**src/rtl/sram_port_arbiter.sv**
```systemverilog
// Round-robin arbiter sharing one SRAM controller port between two clients.
// One request pulse per grant, ready/data returned to owner, watchdog abort.
module sram_port_arbiter #(
  parameter int TIMEOUT_CYCLES = 64,
  parameter bit RR_INIT        = 1'b0
) (
  input  logic        clk,
  input  logic        rst,
  input  logic        a_req,
  input  logic        a_wren,
  input  logic [17:0] a_address,
  input  logic [15:0] a_to_mem,
  output logic [15:0] a_from_mem,
  output logic        a_ready,
  output logic        a_err,
  input  logic        b_req,
  input  logic        b_wren,
  input  logic [17:0] b_address,
  input  logic [15:0] b_to_mem,
  output logic [15:0] b_from_mem,
  output logic        b_ready,
  output logic        b_err,
  output logic [17:0] mem_address,
  output logic [15:0] mem_to_mem,
  output logic        mem_wren,
  output logic        mem_req,
  input  logic [15:0] mem_from_mem,
  input  logic        mem_ready,
  output logic        grant_b
);

  typedef enum logic [1:0] {
    IDLE,
    ISSUE,
    WAIT,
    DONE
  } state_t;

  localparam logic [7:0] TMAX = 8'(TIMEOUT_CYCLES - 1);

  state_t      state_q, state_d;
  logic        last_q, last_d;
  logic [7:0]  cnt_q, cnt_d;
  logic [17:0] addr_q, addr_d;
  logic [15:0] wdat_q, wdat_d;
  logic        wren_q, wren_d;
  logic        mreq_q, mreq_d;
  logic        gnt_q, gnt_d;
  logic [15:0] a_dat_q, a_dat_d;
  logic [15:0] b_dat_q, b_dat_d;
  logic        a_rdy_q, a_rdy_d;
  logic        b_rdy_q, b_rdy_d;
  logic        a_err_q, a_err_d;
  logic        b_err_q, b_err_d;
  logic        win_b;
  logic [15:0] res;
  logic        fin;
  logic        tout;

  // On a tie the client that did not win last time gets the port
  assign win_b = b_req & (~a_req | ~last_q);

  always_comb begin
    state_d = state_q;
    last_d  = last_q;
    cnt_d   = cnt_q;
    addr_d  = addr_q;
    wdat_d  = wdat_q;
    wren_d  = wren_q;
    mreq_d  = 1'b0;
    gnt_d   = gnt_q;
    a_dat_d = a_dat_q;
    b_dat_d = b_dat_q;
    a_rdy_d = 1'b0;
    b_rdy_d = 1'b0;
    a_err_d = 1'b0;
    b_err_d = 1'b0;
    res     = 16'h0000;
    fin     = 1'b0;
    tout    = 1'b0;
    unique case (state_q)
      IDLE: begin
        if (a_req | b_req) begin
          gnt_d   = win_b;
          addr_d  = win_b ? b_address : a_address;
          wdat_d  = win_b ? b_to_mem : a_to_mem;
          wren_d  = win_b ? b_wren : a_wren;
          mreq_d  = 1'b1;
          state_d = ISSUE;
        end
      end
      ISSUE: begin
        cnt_d   = 8'd0;
        state_d = WAIT;
      end
      WAIT: begin
        if (mem_ready) begin
          fin = 1'b1;
          res = mem_from_mem;
        end else if (cnt_q == TMAX) begin
          fin  = 1'b1;
          tout = 1'b1;
        end else begin
          cnt_d = cnt_q + 8'd1;
        end
        if (fin) begin
          state_d = DONE;
          if (gnt_q) begin
            b_dat_d = res;
            b_err_d = tout;
            b_rdy_d = 1'b1;
          end else begin
            a_dat_d = res;
            a_err_d = tout;
            a_rdy_d = 1'b1;
          end
        end
      end
      DONE: begin
        last_d  = gnt_q;
        state_d = IDLE;
      end
      default: state_d = IDLE;
    endcase
  end

  always_ff @(posedge clk or posedge rst) begin
    if (rst) begin
      state_q <= IDLE;
      last_q  <= RR_INIT;
      cnt_q   <= 8'd0;
      addr_q  <= 18'd0;
      wdat_q  <= 16'd0;
      wren_q  <= 1'b0;
      mreq_q  <= 1'b0;
      gnt_q   <= 1'b0;
      a_dat_q <= 16'd0;
      b_dat_q <= 16'd0;
      a_rdy_q <= 1'b0;
      b_rdy_q <= 1'b0;
      a_err_q <= 1'b0;
      b_err_q <= 1'b0;
    end else begin
      state_q <= state_d;
      last_q  <= last_d;
      cnt_q   <= cnt_d;
      addr_q  <= addr_d;
      wdat_q  <= wdat_d;
      wren_q  <= wren_d;
      mreq_q  <= mreq_d;
      gnt_q   <= gnt_d;
      a_dat_q <= a_dat_d;
      b_dat_q <= b_dat_d;
      a_rdy_q <= a_rdy_d;
      b_rdy_q <= b_rdy_d;
      a_err_q <= a_err_d;
      b_err_q <= b_err_d;
    end
  end

  assign mem_address = addr_q;
  assign mem_to_mem  = wdat_q;
  assign mem_wren    = wren_q;
  assign mem_req     = mreq_q;
  assign grant_b     = gnt_q;
  assign a_from_mem  = a_dat_q;
  assign a_ready     = a_rdy_q;
  assign a_err       = a_err_q;
  assign b_from_mem  = b_dat_q;
  assign b_ready     = b_rdy_q;
  assign b_err       = b_err_q;

endmodule

```
**config.mk**
```make
export PLATFORM = sky130hd
export DESIGN_NAME = sram_port_arbiter
export DESIGN_NICKNAME = d
export VERILOG_FILES = /design/src/rtl/sram_port_arbiter.sv
export SDC_FILE = /design/constraint.sdc
export NUM_CORES = 1
export LEC_CHECK = 0
export ABC_AREA = 1
export ABC_CLOCK_PERIOD_IN_PS = 2600
export CORE_ASPECT_RATIO = 0.6
export CORE_UTILIZATION = 39
export CTS_CLUSTER_SIZE = 30
export DETAILED_ROUTE_END_ITERATION = 6
export GPL_TIMING_DRIVEN = 0
export PLACE_DENSITY = 0.85
export SLEW_MARGIN = 5
export SYNTH_ARGS = -nofsm -noshare
export SYNTH_HDL_FRONTEND = slang
export SYNTH_SLANG_ARGS = --single-unit
```
**constraint.sdc**
```tcl
create_clock -name clk -period 2.6 [get_ports clk]
set_input_delay 0.52 -clock clk [delete_from_list [all_inputs] [get_ports clk]]
set_output_delay 0.52 -clock clk [all_outputs]
set_load 0.02 [all_outputs]
```
==> flow_metrics.tcl <==
set metrics [dict create \
    hold_class "input port to async pin" \
    die_y_um 79.3 \
    powerDensity_nw_per_um2 1160 \
    syn-cell-area_um2 3890 \
    clock.fmax_mhz 487 \
    synth_warnings 0 \
    routedWlPerCell_um 15.3 \
    design_area_um2 6010 \
    drt-initial-drc-count 179 \
    fin_worst_skew_ns 0.0105 \
    grt_pass1_vias 3785 \
    worstMarginPinSlew_ns 0.441 \
    crit_type "register to output port" \
    netlist_instances 430 \
    worst_slew_margin_rel_pct 70.6 \
    regToRegStartpoint "state_q[0]$_DFFE_PP0P_" \
    critPathLaunchType "register" \
    grt_overflow 0 \
    clock_path_buffers 2 \
    setup.worst_path.end_class "output port" \
    cts_tree "yes" \
    first_pass_iters 4 \
    cp.arrival_ns 1.53 \
    area_delta_synth_final_pct 54.7 \
    start_util_pct 41.2 \
    rr_worst_depth 8 \
    rrSetupSlack_ns 0.77 \
    coreArea_um2 9430 \
    routed_wirelength_mm 11.3 \
    drv_cap 0 \
    dieWidth_um 131 \
    worstReg2RegEnd "a_from_mem[1]$_DFFE_PP0P_" \
    vdd_drop_max_mv 0.529 \
    synth.avg_cell_area_um2 9.04 \
    n_antenna_cell 0 \
    gp_congestion 0.884 \
    hpwl_mm 8.57 \
    crit_fanout 6 \
    grt_antenna_before_repair 0 \
    synth.distinct_cells 26 \
    fin_nets 701 \
    drtAntennaViolNets 0 \
    slew_viol_final 0 \
    fp.dieArea_um2 10400 \
    final_core_util_pct 63.8 \
    ctsHoldBuffers 0 \
    cts_resized 0 \
    clk_pin_slew_ns 0.06 \
    clkSinkCount 84 \
    fin_crit_ns 2.05 \
    route.detailed.drc 0 \
    num_rows 27 \
    fillerInstances 770 \
    critPathBufInv 1 \
    grt_pass1_wl_mm 18.2 \
    grt_max_degree 39 \
    clock_latency_ns 0.34 \
    via_count 3664 \
    worst_path_max_delay_cell "clkdlybuf4s50_1" \
    required_ns 2.08 \
    postCtsSetupBuffers 0 \
    cts-buffers-inserted 9 \
    hold_slack_ns 0.476 \
    layout-drive-gt1-share_pct 13.6 \
    p_leak_nw 2.70 \
    tns_ns 0 \
    htree_levels 3 \
    wl_met1_mm 5.04 \
    cp_cell_sequence "clkdlybuf4s50_1" \
    setup_viol 0 \
    critical_path.top_delay_family "buffers and inverters" \
    worst_path_largest_cell_delay_ns 0.69 \
    met2_wirelength_mm 5.52 \
    port_buffers 162 \
    vias_per_cell 4.96 \
    status "complete, no violations" \
    grt_setup_unrepaired "no" \
    period_share_pct 79.0 \
    routed.top_layer "met4" \
    finalHoldViolations 0 \
    io_pins 164 \
    wl_met3_um 573 \
    placed_cell_area_um2 5720 \
    grt_usage_pct 23.1 \
    synth_seq_area_share_pct 54.1 \
    syn_nets 526 \
    cts-root-buf "clkbuf_16" \
    ys_ff_latch 84 \
]
==> power by group <==
part | internal, mW | total [mW] | switching (mW)
Clock | 0.768 | 1.29 | 0.524
Sequential | 1.89 | 2.25 | 0.364
Combinational | 1.54 | 3.43 | 1.89
==> worst max-delay path by stage <==
stage,slack (ns),cells past startpoint,from,end
final,0.55,1,grant_b$_DFFE_PP0P_,grant_b
after global routing,0.53,1,grant_b$_DFFE_PP0P_,grant_b
after CTS,0.54,1,grant_b$_DFFE_PP0P_,grant_b
after detailed placement,0.46,6,b_req,mem_to_mem[1]$_DFFE_PP0P_
after global placement,0.18,2,rst,b_from_mem[9]$_DFFE_PP0P_
after floorplan,1.11,1,rst,a_err$_DFF_PP0_
==> cells by family (layout without fill, tap and decap cells) <==
group	after synthesis	count (layout)	synth area share, %
buffers and inverters	40	219	5.63
adder cells (fa/ha/maj)	5	5	1.61
multiplexers	1	1	0.290
AO/OA/AOI/OAI	108	108	17.6
XOR/XNOR	1	1	0.225
AND/OR/NAND/NOR	191	191	20.5
flip-flops	84	84	54.1
==> through the flow <==
stage               power, mW  setup WS, ns  std cells
floorplan                4.04          1.11        430
global placement         5.56         0.179        722
detailed placement       5.70         0.463        724
CTS                      7.02         0.542        739
global route             7.38         0.532        739
finish                   6.98         0.546        739
==> state kept, by name (all words and copies together) (netlist names) <==
name	cells
cnt_q	8
state_q	2
a_from_mem	16
mem_wren	1
last_q	1
mem_req	1
a_err	1
b_ready	1
mem_address	18
a_ready	1
b_err	1
mem_to_mem	16
b_from_mem	16
grant_b	1
==> metal layers <==
metal	track usage, %	vias up
met3	6.20	13
met2	38.9	119
met4	6.21	0
met1	29.2	1788
met5	0	-
li1	-	1744
==> cell usage after synthesis <==
library cell	count	area [um^2]
o21ai_1	16	80.1
ha_1	5	62.6
buf_6	6	67.6
nand2_4	4	45.0
nand3_1	13	65.1
nand4_1	1	6.26
nand2_2	4	25.0
o21bai_1	1	7.51
nor2_1	47	176
a21oi_4	2	32.5
nand3_2	2	20.0
o21ai_0	55	275
buf_4	2	15.0
nand2_1	117	439
nor3_1	2	10.0
dfrtp_1	84	2100
a21oi_1	2	10.0
o21ai_2	32	280
inv_1	17	63.8
mux2_2	1	11.3
inv_2	2	7.51
clkbuf_1	3	11.3
xor2_1	1	8.76
dlygate4sd1_1	1	8.76
nor2_4	1	11.3
buf_2	9	45.0
==> cell type report <==
class | count | area, um^2 | share of cell area [%]
inverters | 19 | 75.1 | 1.25
repair buffers | 164 | 1660 | 27.6
well taps | 130 | 163 | 2.70
flip-flops and latches | 84 | 2100 | 34.9
clock buffers | 10 | 239 | 3.97
plain buffers | 21 | 148 | 2.45
clock inverters | 5 | 60.1 | 0.999
multi-input cells | 306 | 1570 | 26.0
==> layout by cell type (no fill, tap or decap), types with 5 or more instances in the layout <==
cell / instances
buf_2: 9
buf_6: 6
clkbuf_16: 9
clkdlybuf4s50_1: 162
dfrtp_1: 84
ha_1: 5
inv_1: 16
nand2_1: 117
nand3_1: 13
nor2_1: 47
o21ai_0: 55
o21ai_1: 16
o21ai_2: 32
No activity file was read; power rests on OpenSTA's default activity.
